<file path="config.mk">
export PLATFORM = sky130hd
export DESIGN_NAME = stage2_message_scheduler
export DESIGN_NICKNAME = d
export VERILOG_FILES = /design/src/rtl/stage2_message_scheduler.sv
export SDC_FILE = /design/constraint.sdc
export NUM_CORES = 1
export LEC_CHECK = 0
export BUFFER_PORTS_ARGS = -buffer_cell sky130_fd_sc_hd__buf_2
export CAP_MARGIN = 20
export CORE_ASPECT_RATIO = 0.7
export CORE_UTILIZATION = 55
export DETAILED_ROUTE_END_ITERATION = 10
export GPL_TIMING_DRIVEN = 1
export PLACE_DENSITY_LB_ADDON = 0.1
export SKIP_CTS_REPAIR_TIMING = 1
export SYNTH_ARGS = -nofsm -noshare
export SYNTH_HDL_FRONTEND = slang
export SYNTH_SLANG_ARGS = --single-unit
</file>
<file path="constraint.sdc">
create_clock -name clk -period 2.87 [get_ports clk]
set_input_delay 0.4305 -clock clk [delete_from_list [all_inputs] [get_ports clk]]
set_output_delay 0.4305 -clock clk [all_outputs]
set_load 0.02 [all_outputs]
</file>
<file path="src/rtl/stage2_message_scheduler.sv">
// Round-robin scheduler producing message_number_control for the stage-2 lookup.
// Per-source saturating request counters feed a registered valid/ready issue port.
module stage2_message_scheduler #(
  parameter int CTRL_W  = 2,
  parameter int NUM_REQ = 2 ** CTRL_W,
  parameter int CNT_W   = 4,
  parameter int SEQ_W   = 16
) (
  input  logic               clk,
  input  logic               rst,
  input  logic               enable,
  input  logic [NUM_REQ-1:0] req,
  input  logic               ready,
  output logic [CTRL_W-1:0]  message_number_control,
  output logic               issue_valid,
  output logic [SEQ_W-1:0]   issue_seq,
  output logic [NUM_REQ-1:0] pend_overflow,
  output logic               busy
);

  typedef enum logic {S_IDLE, S_ISSUE} state_t;

  state_t              state_q, state_d;
  logic [CNT_W-1:0]    cnt_q [NUM_REQ];
  logic [CNT_W-1:0]    cnt_d [NUM_REQ];
  logic [NUM_REQ-1:0]  ovf_q, ovf_d;
  logic [CTRL_W-1:0]   ctrl_q, ctrl_d;
  logic [CTRL_W-1:0]   last_q, last_d;
  logic                valid_q, valid_d;
  logic [SEQ_W-1:0]    seq_q, seq_d;

  logic                accept;
  logic [NUM_REQ-1:0]  dec_hit;
  logic [NUM_REQ-1:0]  cand;
  logic [NUM_REQ-1:0]  nonzero;
  logic [CTRL_W-1:0]   base;
  logic [CTRL_W-1:0]   winner;
  logic                found;

  assign accept = valid_q & ready;

  // A source being accepted this cycle only stays a candidate if it has more pending.
  always_comb begin
    dec_hit = '0;
    cand    = '0;
    nonzero = '0;
    for (int unsigned i = 0; i < NUM_REQ; i++) begin
      dec_hit[i] = accept && (ctrl_q == CTRL_W'(i));
      nonzero[i] = (cnt_q[i] != '0);
      cand[i]    = nonzero[i] && !(dec_hit[i] && (cnt_q[i] == CNT_W'(1)));
    end
  end

  // Search starts after the grant that takes effect this cycle.
  always_comb begin
    base   = accept ? ctrl_q : last_q;
    winner = base;
    found  = 1'b0;
    for (int unsigned k = 1; k <= NUM_REQ; k++) begin
      if (!found && cand[CTRL_W'(32'(base) + k)]) begin
        winner = CTRL_W'(32'(base) + k);
        found  = 1'b1;
      end
    end
  end

  always_comb begin
    ovf_d = ovf_q;
    for (int unsigned i = 0; i < NUM_REQ; i++) begin
      cnt_d[i] = cnt_q[i];
      if (req[i] && !dec_hit[i]) begin
        if (cnt_q[i] == '1) ovf_d[i] = 1'b1;
        else                cnt_d[i] = cnt_q[i] + CNT_W'(1);
      end else if (dec_hit[i] && !req[i]) begin
        cnt_d[i] = cnt_q[i] - CNT_W'(1);
      end
    end
  end

  always_comb begin
    state_d = state_q;
    ctrl_d  = ctrl_q;
    last_d  = last_q;
    valid_d = valid_q;
    seq_d   = seq_q;
    case (state_q)
      S_IDLE: begin
        if (enable && found) begin
          ctrl_d  = winner;
          valid_d = 1'b1;
          state_d = S_ISSUE;
        end
      end
      S_ISSUE: begin
        if (accept) begin
          last_d = ctrl_q;
          seq_d  = seq_q + SEQ_W'(1);
          if (enable && found) begin
            ctrl_d = winner;
          end else begin
            valid_d = 1'b0;
            state_d = S_IDLE;
          end
        end
      end
      default: begin
        state_d = S_IDLE;
        valid_d = 1'b0;
      end
    endcase
  end

  always_ff @(posedge clk) begin
    if (rst) begin
      state_q <= S_IDLE;
      cnt_q   <= '{default: '0};
      ovf_q   <= '0;
      ctrl_q  <= '0;
      last_q  <= CTRL_W'(NUM_REQ - 1);
      valid_q <= 1'b0;
      seq_q   <= '0;
    end else begin
      state_q <= state_d;
      cnt_q   <= cnt_d;
      ovf_q   <= ovf_d;
      ctrl_q  <= ctrl_d;
      last_q  <= last_d;
      valid_q <= valid_d;
      seq_q   <= seq_d;
    end
  end

  assign message_number_control = ctrl_q;
  assign issue_valid            = valid_q;
  assign issue_seq              = seq_q;
  assign pend_overflow          = ovf_q;
  assign busy                   = valid_q | (|nonzero);

endmodule

</file>
After elaboration in Yosys (flattened, before gate mapping):

Cells that the tools add are included.

* bits in registers: 42
* input port bits: 8
* output and inout port bits: 24

* add/sub/neg operators: 13
* $lt $le $gt $ge: 4
* equality and inequality tests: 18
* muxes and demuxes: 39
* bitwise operators: 3
* reduce and logical (&&, ||, !) cells: 59

Operators by type and width (count)
* $mux 4: 12
* $logic_and 1x1->1: 24
* $reduce_and 2->1: 9
* $add 16x1->16 const B: 1
* $add 4x1->4 const B: 4
* $eq 4x1->1 const B: 4
* $eq 4x4->1 const B: 4
* $reduce_bool 4->1: 4
* $sub 4x1->4 const B: 4
* $logic_not 1->1: 15
* $mux 2: 7
* $mux 1: 13
* $lt 2x3->1 const B: 4
* $ne 2x2->1 const B: 6
* $bmux 1 s2: 4
* $reduce_bool 2->1: 4
* $add 2x1->2 const B: 2
* $add 2x2->2 const B: 2
* $eq 2x2->1 const B: 2
* $pmux 1 s2: 2
* $pmux 2 s2: 1
* $reduce_or 4->1: 1
* $reduce_and 3->1: 1
* $eq 2x1->1 const B: 1
* 5 further kinds: 5

Logic depth before layout (Yosys ltp):

* word-level depth: 21
* mapped depth: 8

Worst setup path before layout:

Ideal clock, no wire load.

* path type: register to output
* start: register cnt_q[5] (netlist bit)
* end: output busy
* arrival time: 1.569 ns
* required time: 2.440 ns
* setup slack: 0.870 ns
* stages on the path, launching flop included: 6
* buffers on the path: 0
* cells stage by stage: dfxtp_1 -> inv_1 -> ha_1 -> nor3b_2 -> nand2_1 -> or4_1

* word-level cells in the longest chain between the ends: 3

RTL lines
* from (decl): line 24 `logic [CNT_W-1:0] cnt_q [NUM_REQ];`
* from (signal assigned): line 124 `cnt_q <= cnt_d;`
* $reduce_bool 4->1: line 49 `nonzero[i] = (cnt_q[i] != '0);`
* $reduce_or 4->1: line 137 `assign busy = valid_q | (|nonzero);`
* $or 1x1->1: line 137
* to (decl): line 18 `output logic busy`

Every way passes these cells.

Final worst setup path:

Ends and elaborated chain as after synthesis.

==> impl_summary.txt <==
----------------------------------------------------
[Critical path]
  Arrival time of data at the critical path endpoint ... 2130 ps
  Depth of the most critical reg-to-reg path ... 6
  Crit path max fanout ... 6
  Kind of end point of the critical path ... output port
  Launch point of the worst reg-to-reg path ... issue_valid$_SDFFE_PP0P_
  Setup crit start kind ... flip-flop
  Minimum setup slack among reg-to-reg paths ... between 800 and 900 ps
  Setup CP Type ... reg2out
  Critical R2R Capture ... issue_seq[14]$_SDFFE_PP0P_
  Required time of the critical path ... ~2400 ps

[Clock network]
  CTS root buf ... clkbuf_8
  Total CTS buffers ... 5
  Clock latency reported for the late side of the worst-skew pair ... 290 ps
  CTS max path bufs ... 2
  Clock tree from TritonCTS ... done
  Number of sinks driven by the clock tree ... 42
  Clock-pin slew of the registers on the worst-case setup and hold paths ... 80 ps
  H-Tree Depth ... 2

[Worst hold path]
  Worst hold path stage count ... 3
  Class of the tightest hold or removal check ... in2reg
  Hold EP ... state_q$_SDFF_PP0_
  Hold Startpoint ... enable

[STA]
  Setup tns final ... 0 ps
  Final critical delay including setup and external delays ... 2561 ps
  Max Clk Rate ... 390.5 MHz
  Final hold vios ... 0
  Rel. slew slack ... 0.5893
  Setup violators final ... 0
  Slew at the pin closest to its max-slew limit ... 609.7 ps
  Unrepaired setup endpoints after global routing ... no
  Post-route setup slack ... 309.3 ps
  Count of pins over their slew limit ... 0
  Clock skew after layout ... between 5 and 6 ps
  Portion of the clock cycle consumed by the worst path in the final layout ... 0.8922

[Die]
  Starting utilization of the core area ... 0.5777
  Width of the die ... 83.07 microns
  Core footprint ... about 4400 sq um
  Overall die area ... 4880 sq um
  Chip Height ... ~59 microns
  I/O pin count ... 32
  Core Rows ... 20

[Synth]
  Portion of the post-synthesis area used by sequential elements ... 0.3323
  Predominant post-synthesis flop cell ... dfxtp_1
  Post-synth cell types ... 55
  Ys async rst share ... 0
  Syn nets ... between 300 and 400
  Number of flops mapped to enable cells by yosys ... 0
  Avg Cell Area, Syn ... 8.605 sq um
  Post-synthesis register bit count ... 42
  Yosys Warn Count ... 0
  Post-Syn Instances ... between 200 and 300
  Post-synthesis instance area ... 2530 sq um

[Flow run]
  Number of maximum-capacitance constraint violations ... 0

[Route]
  Average wire per cell in the routed design ... 13.40 microns
  First drt pass iteration count ... 4
  Via density ... 5.611
  First DRT Iteration DRCs ... 137
  WL final ... 5.066 mm
  Antenna violation net count after detailed routing ... 0
  Post-route DRC ... 0
  Number of vias in the routed layout ... 2121

[Layout]
  Antenna diode instance count ... 0
  Number of filler instances in the final layout ... 385
  Share of the core filled with cells in the final layout ... 0.6437
  Ratio of cells with drive above 1 in the final layout ... 0.1672
  Most frequent cells in the layout ... dfxtp_1 (42), nor2_1 (40), buf_2 (31)
  Most common cell after layout, fill and taps aside ... dfxtp_1
  Final design instance area without fill ... approximately 2800 sq um
  Number of nets at the end of the flow ... roughly 350
  Layout-stage area growth over the synthesis result ... 11.42%

[Global route]
  Global route total overflow ... 0
  Total GRT Usage ... 0.2126
  Number of antenna violations at the first check in global routing ... 0
  Pin count of the biggest net entering global routing ... 28
  Vias in the first global route ... approximately 1800
  First-pass GRT wire length ... around 8.4 mm

[Pwr]
  Overall power consumption ... 0.001560 W
  Leakage power summed over all cells ... 1.186 nW
  Peak VDD IR ... 0.3459 mV
  Total power per unit cell area ... approximately 550 nW/um^2

[Place]
  I/O Buffers ... 31
  Final weighted congestion in routability-driven placement ... 0.8644
  Post-place instance area ... 2706 sq um
  Placement Setup Slack ... 627.9 ps
  HPWL after detailed placement ... about 3.8 mm

[Outcome]
  Outcome ... finished clean

----------------------------------------------------
-- through the flow --
step	instances	hold slack [ps]
2_1_floorplan	294	458.2
3_3_place_gp	371	443.8
3_5_place_dp	371	451.9
4_1_cts	378	424.1
5_1_grt	378	453.0
6_report	378	432.7
-- worst max-delay path by stage --
stage	from	endpoint	slack (ps)	cells past startpoint
3_5_place_dp	cnt_q[5]$_SDFFE_PP0P_	busy	630	6
5_1_grt	cnt_q[5]$_SDFFE_PP0P_	busy	170	6
4_1_cts	cnt_q[5]$_SDFFE_PP0P_	busy	310	6
3_3_place_gp	cnt_q[5]$_SDFFE_PP0P_	busy	670	6
6_report	cnt_q[5]$_SDFFE_PP0P_	busy	310	6
2_1_floorplan	cnt_q[5]$_SDFFE_PP0P_	busy	870	5
-- cells in the mapped netlist, drive strengths merged, types with 3 or more instances --
cell    count  area (sq um)
dfxtp      42         840.8
nor2       40         150.1
nand2      24         90.09
a21oi      19         102.6
nand3      18         90.09
ha         17         212.7
inv        13         48.80
xor2       11         96.34
a31oi      10         92.59
o21ai      10         50.04
xnor2      10         87.58
and3        7         43.79
buf         7         43.79
nor3        7         40.04
nand4       6         52.55
mux2i       5         50.05
nand4b      5         58.80
and2        3         18.77
clkbuf      3         11.26
o21a        3         22.52
o311a       3         30.03
or3         3         18.77
-- flip-flops by register name (all words and copies together), names as in the netlist --
signal,flops
state_q,1
cnt_q,16
pend_overflow,4
issue_seq,16
last_q,2
message_number_control,2
issue_valid,1
-- worst max-delay path, cell delays in order, from the launching register on --
cell	delay [ps]
dfxtp_1	340
inv_1	170
ha_1	170
nor3b_2	310
nand2_1	160
or4_1	530
buf_2	180
-- final cells by class --
cell class | instances | area (sq um) | area share
Inverter | 13 | 48.80 | 0.01731
Clock inverter | 1 | 30.03 | 0.01065
Tap cell | 55 | 68.82 | 0.02441
Multi-Input combinational cell | 229 | 1585 | 0.5624
Timing Repair Buffer | 32 | 162.7 | 0.05770
Clock buffer | 6 | 82.58 | 0.02929
Sequential cell | 42 | 840.8 | 0.2983
-- cell families (layout without fill, tap and decap cells) --
group | after synthesis | in the layout | share of synthesized area
adder cells (fa/ha/maj) | 17 | 17 | 0.08407
multiplexers | 7 | 7 | 0.02868
XOR/XNOR | 21 | 21 | 0.07270
AND/OR/NAND/NOR | 125 | 125 | 0.2695
buffers and inverters | 23 | 52 | 0.04105
flip-flops | 42 | 42 | 0.3323
AO/OA/AOI/OAI | 59 | 59 | 0.1716
-- per-layer routing --
metal,track usage,share of wire,up-vias
met4,0.04433,0.0061,0
met3,0.04628,0.034,5
met1,0.3046,0.54,968
li1,-,-,1113
met2,0.3314,0.42,35
met5,0,0,-
-- power breakdown --
| part | internal [W] | switching, W | leakage [nW] |
|---|---|---|---|
| Sequential | 0.000620 | 0.0000671 | 0.342 |
| Clock | 0.000278 | 0.000191 | 0.0573 |
| Combinational | 0.000176 | 0.000227 | 0.787 |
| Total | 0.00107 | 0.000485 | 1.19 |
Power figures use the tool's default switching activity.
